**config.mk**
```make
export PLATFORM = sky130hd
export DESIGN_NAME = ram_arbiter
export DESIGN_NICKNAME = d
export VERILOG_FILES = /design/src/rtl/ram_arbiter.sv
export SDC_FILE = /design/constraint.sdc
export NUM_CORES = 1
export LEC_CHECK = 0
export ABC_CLOCK_PERIOD_IN_PS = 2450
export CAP_MARGIN = 20
export CORE_AREA = 2 2 200 202
export DETAILED_ROUTE_END_ITERATION = 8
export DIE_AREA = 0 0 202 204
export GPL_TIMING_DRIVEN = 0
export PLACE_DENSITY = 0.48
export SYNTH_ARGS = -nofsm -noshare
export SYNTH_HDL_FRONTEND = slang
export SYNTH_SLANG_ARGS = --single-unit
```
**constraint.sdc**
```tcl
create_clock -name clk -period 2.45 [get_ports clk]
set_input_delay 0.735 -clock clk [delete_from_list [all_inputs] [get_ports clk]]
set_output_delay 0.735 -clock clk [all_outputs]
set_load 0.005 [all_outputs]
```
**src/rtl/ram_arbiter.sv**
```systemverilog
// ram_arbiter: shares one single-port registered-read RAM between
// the instruction-fetch port (I) and the load/store port (D).
module ram_arbiter #(
  parameter bit FIXED_PRI = 1'b0
) (
  input  logic        clk,
  input  logic        rst_n,
  input  logic        i_req,
  input  logic [63:0] i_addr,
  output logic        i_ack,
  output logic [63:0] i_rdata,
  input  logic        d_req,
  input  logic        d_we,
  input  logic [63:0] d_addr,
  input  logic [63:0] d_wdata,
  output logic        d_ack,
  output logic [63:0] d_rdata,
  output logic        mem_cs,
  output logic        mem_we,
  output logic [63:0] mem_addr,
  output logic [63:0] mem_wdata,
  input  logic [63:0] mem_rdata
);

  localparam logic [1:0] S_IDLE   = 2'd0;
  localparam logic [1:0] S_ACCESS = 2'd1;
  localparam logic [1:0] S_RESP   = 2'd2;

  logic [1:0]  state_q, state_d;
  logic        own_q, own_d;
  logic        own_we_q, own_we_d;
  logic        last_q, last_d;
  logic        cs_q, cs_d;
  logic        we_q, we_d;
  logic [63:0] addr_q, addr_d;
  logic [63:0] wdata_q, wdata_d;
  logic        resp;
  logic        i_elig;
  logic        d_elig;
  logic        pick_d;

  // owner/last are 1 for port D; the owner's req is masked in RESP
  assign resp   = (state_q == S_RESP);
  assign i_elig = i_req & ~(resp & ~own_q);
  assign d_elig = d_req & ~(resp & own_q);
  assign pick_d = (i_elig & d_elig)
                ? (FIXED_PRI | ~last_q)
                : d_elig;

  always_comb begin
    state_d  = state_q;
    own_d    = own_q;
    own_we_d = own_we_q;
    last_d   = last_q;
    cs_d     = 1'b0;
    we_d     = 1'b0;
    addr_d   = addr_q;
    wdata_d  = wdata_q;
    unique case (state_q)
      S_ACCESS: state_d = S_RESP;
      S_IDLE, S_RESP: begin
        state_d = S_IDLE;
        if (i_elig | d_elig) begin
          state_d  = S_ACCESS;
          cs_d     = 1'b1;
          we_d     = pick_d & d_we;
          addr_d   = pick_d ? d_addr : i_addr;
          wdata_d  = pick_d ? d_wdata : 64'd0;
          own_d    = pick_d;
          own_we_d = pick_d & d_we;
          last_d   = pick_d;
        end
      end
      default: state_d = S_IDLE;
    endcase
  end

  always_ff @(posedge clk or negedge rst_n) begin
    if (!rst_n) begin
      state_q  <= S_IDLE;
      own_q    <= 1'b0;
      own_we_q <= 1'b0;
      last_q   <= 1'b0;
      cs_q     <= 1'b0;
      we_q     <= 1'b0;
      addr_q   <= 64'd0;
      wdata_q  <= 64'd0;
    end else begin
      state_q  <= state_d;
      own_q    <= own_d;
      own_we_q <= own_we_d;
      last_q   <= last_d;
      cs_q     <= cs_d;
      we_q     <= we_d;
      addr_q   <= addr_d;
      wdata_q  <= wdata_d;
    end
  end

  assign mem_cs    = cs_q;
  assign mem_we    = we_q;
  assign mem_addr  = addr_q;
  assign mem_wdata = wdata_q;

  assign i_ack   = resp & ~own_q;
  assign d_ack   = resp & own_q;
  assign i_rdata = i_ack ? mem_rdata : 64'd0;
  assign d_rdata = (d_ack & ~own_we_q) ? mem_rdata : 64'd0;

endmodule

```
==> metrics <==
final WL=between 30 and 40 mm; Starting Density=0.161; CTS tree=done; Clk pwr share=0.180; first drt pass iteration count=4; met3 Usage GRT=0.0542; Util after Layout=0.362; Int Pwr=between 9 and 10 mW; Filler cells=3,902; Arr. time, crit path=around 2.0 ns; Switch Pwr=around 4.7 mW; Pwr Density=approximately 1000 nW/um2; gr busiest metal=met2; Placer Congestion=between 0.8 and 0.9; Final Hold Fails=0; Critical Path Sink Type=output port; via density per instance=3.94; slowest CP cell=dfrtp_1; Slew Limit Fails=0; Max VDD drop=around 430 uV; Vias=between 6k and 7k; slowest stage delay, CP=approximately 0.41 ns; CTS Buffer Depth=2; Yosys top cell area share=0.529; Tcrit/Tclk final=1.11; violated checks=setup timing; R2R setup slack=roughly 0.24 ns; Core Rows=between 70 and 80; number of max-cap violations=0; outcome=finished with violations; Seq/Total Area, Yosys=0.529; Crit path required time=1.71 ns; first-pass GRT wire length=around 49 mm; worst path bufs/invs=5; leading area contributor after synthesis=dfrtp_1; initial detailed-routing violation count=200; detailed placer's ending HPWL=~27 mm; largest net degree at the start of global routing=82; post-cts hold buffer count=0; register bit total from synthesis=133; crit path launch type=flip-flop; Crit path top cell by count=buf_8; CTS H-tree depth=4; switching share of power=0.324; Pwr Total=roughly 15 mW; number of global-route vias before repair=between 7k and 8k; drc violations=0; met2 Use GR=0.308; Worst slew margin=0.637; Final setup viols=~120; P_leak=6.39 nW; Synth Area per Inst=approximately 11 um2; number of synthesis warnings=0; die area=a little over 40,000 um2; CTS Buf Count=17; layout cell share with drive strength beyond 1=0.323; RSZ-0062 raised after global routing=yes; CP delay by family, top=simple AND/OR/NAND/NOR gates; root buf cell=clkbuf_16; Post-DP Area=around 12,000 um2; Cell Chain, Critical Path=inv_2, and3_4, nor2b_4, buf_8, buf_8, buf_8, and2_4, buf_6; Die Height=204 um; Net Count, Synth=between 800 and 900; HP Class=in -> async; Area growth syn-to-layout=125%; Post-Syn Area=about 6300 um2; synth top area cells=dfrtp_1 (53%), and2_1 (13%), mux2i_1 (10%); final worst slack=-0.265 ns; clock sink total=between 100 and 150; grt met1 use=0.168; DR WL/cell=between 20 and 25 um; post-synth cell types=20; total gr overflow=0; later-pin clock latency in the skew report=0.42 ns; Core ar.=about 39,000 um2; Seq pwr share=0.265; post-route ant nets=0; Clock Pin Slew Worst Setup and Hold Paths=around 0.060 ns; DIE WIDTH=about 200 um; worst slew pin tran=0.544 ns; fin nets=1,431; Comb power frac=0.555; crit path kind=reg -> out; WHS=between 0.2 and 0.3 ns; initial antenna violation count=12; Syn Inst Count=584; Peak Freq=between 0.3 and 0.4 GHz; # IOs=521; gr usage total=0.164; crit path max fanout=5; Finished Cell Area=approximately 14,000 um2; PortBufs=between 500 and 600; min Tclk post-route=approximately 2.7 ns; worst clock skew=roughly 0.0068 ns
==> cells in the final DEF (no fill, tap or decap), drive strengths merged <==
| master | netlist | layout |
|---|---|---|
| nor2 | 2 | 2 |
| a21boi | 1 | 1 |
| dlygate4sd2 | 0 | 2 |
| clkbuf | 24 | 44 |
| bufinv | 0 | 3 |
| dfrtp | 133 | 133 |
| o21ai | 65 | 65 |
| a31oi | 1 | 1 |
| and3 | 2 | 2 |
| mux2i | 64 | 64 |
| a22o | 64 | 64 |
| clkinv | 0 | 2 |
| inv | 3 | 3 |
| a21o | 2 | 2 |
| nand2 | 64 | 64 |
| diode | 0 | 8 |
| clkdlybuf4s50 | 0 | 389 |
| nand2b | 2 | 2 |
| nor2b | 2 | 2 |
| o221ai | 1 | 1 |
| and2 | 129 | 129 |
| buf | 25 | 203 |
==> Yosys cell counts, drive strengths merged <==
cell,count
a21boi,1
o221ai,1
a22o,64
dfrtp,133
nor2b,2
and3,2
nand2,64
a21o,2
buf,25
clkbuf,24
nand2b,2
o21ai,65
a31oi,1
nor2,2
mux2i,64
and2,129
inv,3
==> kinds of logic (layout without fill, tap and decap cells) <==
family | count (synthesis) | after routing | share of synthesized area
other | 0 | 8 | 0
buffers and inverters | 52 | 646 | 0.0487
DFF | 133 | 133 | 0.529
muxes | 64 | 64 | 0.102
and+or+nand+nor | 201 | 201 | 0.173
AOI/OAI and AO/OA | 134 | 134 | 0.148
==> flip-flops by register name (all words and copies together), names as in the netlist <==
signal / flops
mem_addr: 64
mem_we: 1
mem_wdata: 64
own_we_q: 1
last_q: 1
state_q: 2
==> layer usage <==
layer | vias to the layer above | part of all wire
met4 | 4 | 0.030
met3 | 43 | 0.078
met1 | 3190 | 0.36
met2 | 332 | 0.53
met5 | - | 0.00074
li1 | 3180 | -
==> metrics by stage <==
stage	setup slack [ns]	TNS, ns	instances
2_1_floorplan	0.425	0	584
3_3_place_gp	-5.28	-811.76	1629
3_5_place_dp	-0.770	-111.24	1630
4_1_cts	-0.311	-28.68	1700
5_1_grt	-0.333	-27.95	1709
6_report	-0.265	-18.76	1711
==> worst reg2reg max path: cells and delay by family, from the launching register on <==
family,cells,cell delay [ns]
AOI/OAI and AO/OA,2,0.32
DFF,1,0.39
buffers and inverters,9,1.34
==> repair_timing <==
| action | CTS | global route |
|---|---|---|
| resized for setup | 758 | 167 |
| setup buffers | 32 | 9 |
| pin swaps | 79 | 12 |
| gates cloned | 11 | 6 |
| setup endpoints to repair | 130 | 258 |
==> power by group through the flow <==
stage                     clock network [mW]  registers (mW)  logic [mW]
after CTS                               2.72            3.87        7.64
after global routing                    2.80            4.01        8.68
final                                   2.63            3.87        8.10
after floorplan                            0            3.89        2.34
after detailed placement                   0            3.84        6.70
after global placement                     0            3.86        6.69
==> path summary, 6_finish.rpt <==
check	start	end	depth (start not counted)
min reg2reg	mem_addr[60]	mem_addr[60]	2
min	rst_n	mem_wdata[21]	1
max in group asynchronous	rst_n	last_q	2
max reg2reg	state_q[0]	mem_addr[57]	11
min in group clk	mem_addr[60]	mem_addr[60]	2
max	state_q[0]	d_rdata[45]	8
==> layout make-up <==
cell class	count	area (um2)	area share
buffer	47	531	0.0374
clock buffer	22	484	0.0341
inverter	3	11.3	0.000793
timing repair buffer	569	6030	0.425
sequential	133	3330	0.235
antenna	8	20.0	0.00141
tap	525	657	0.0463
multi-input combinational	399	3030	0.213
clock inverter	5	100	0.00705
(Power assumes the default switching activity.)
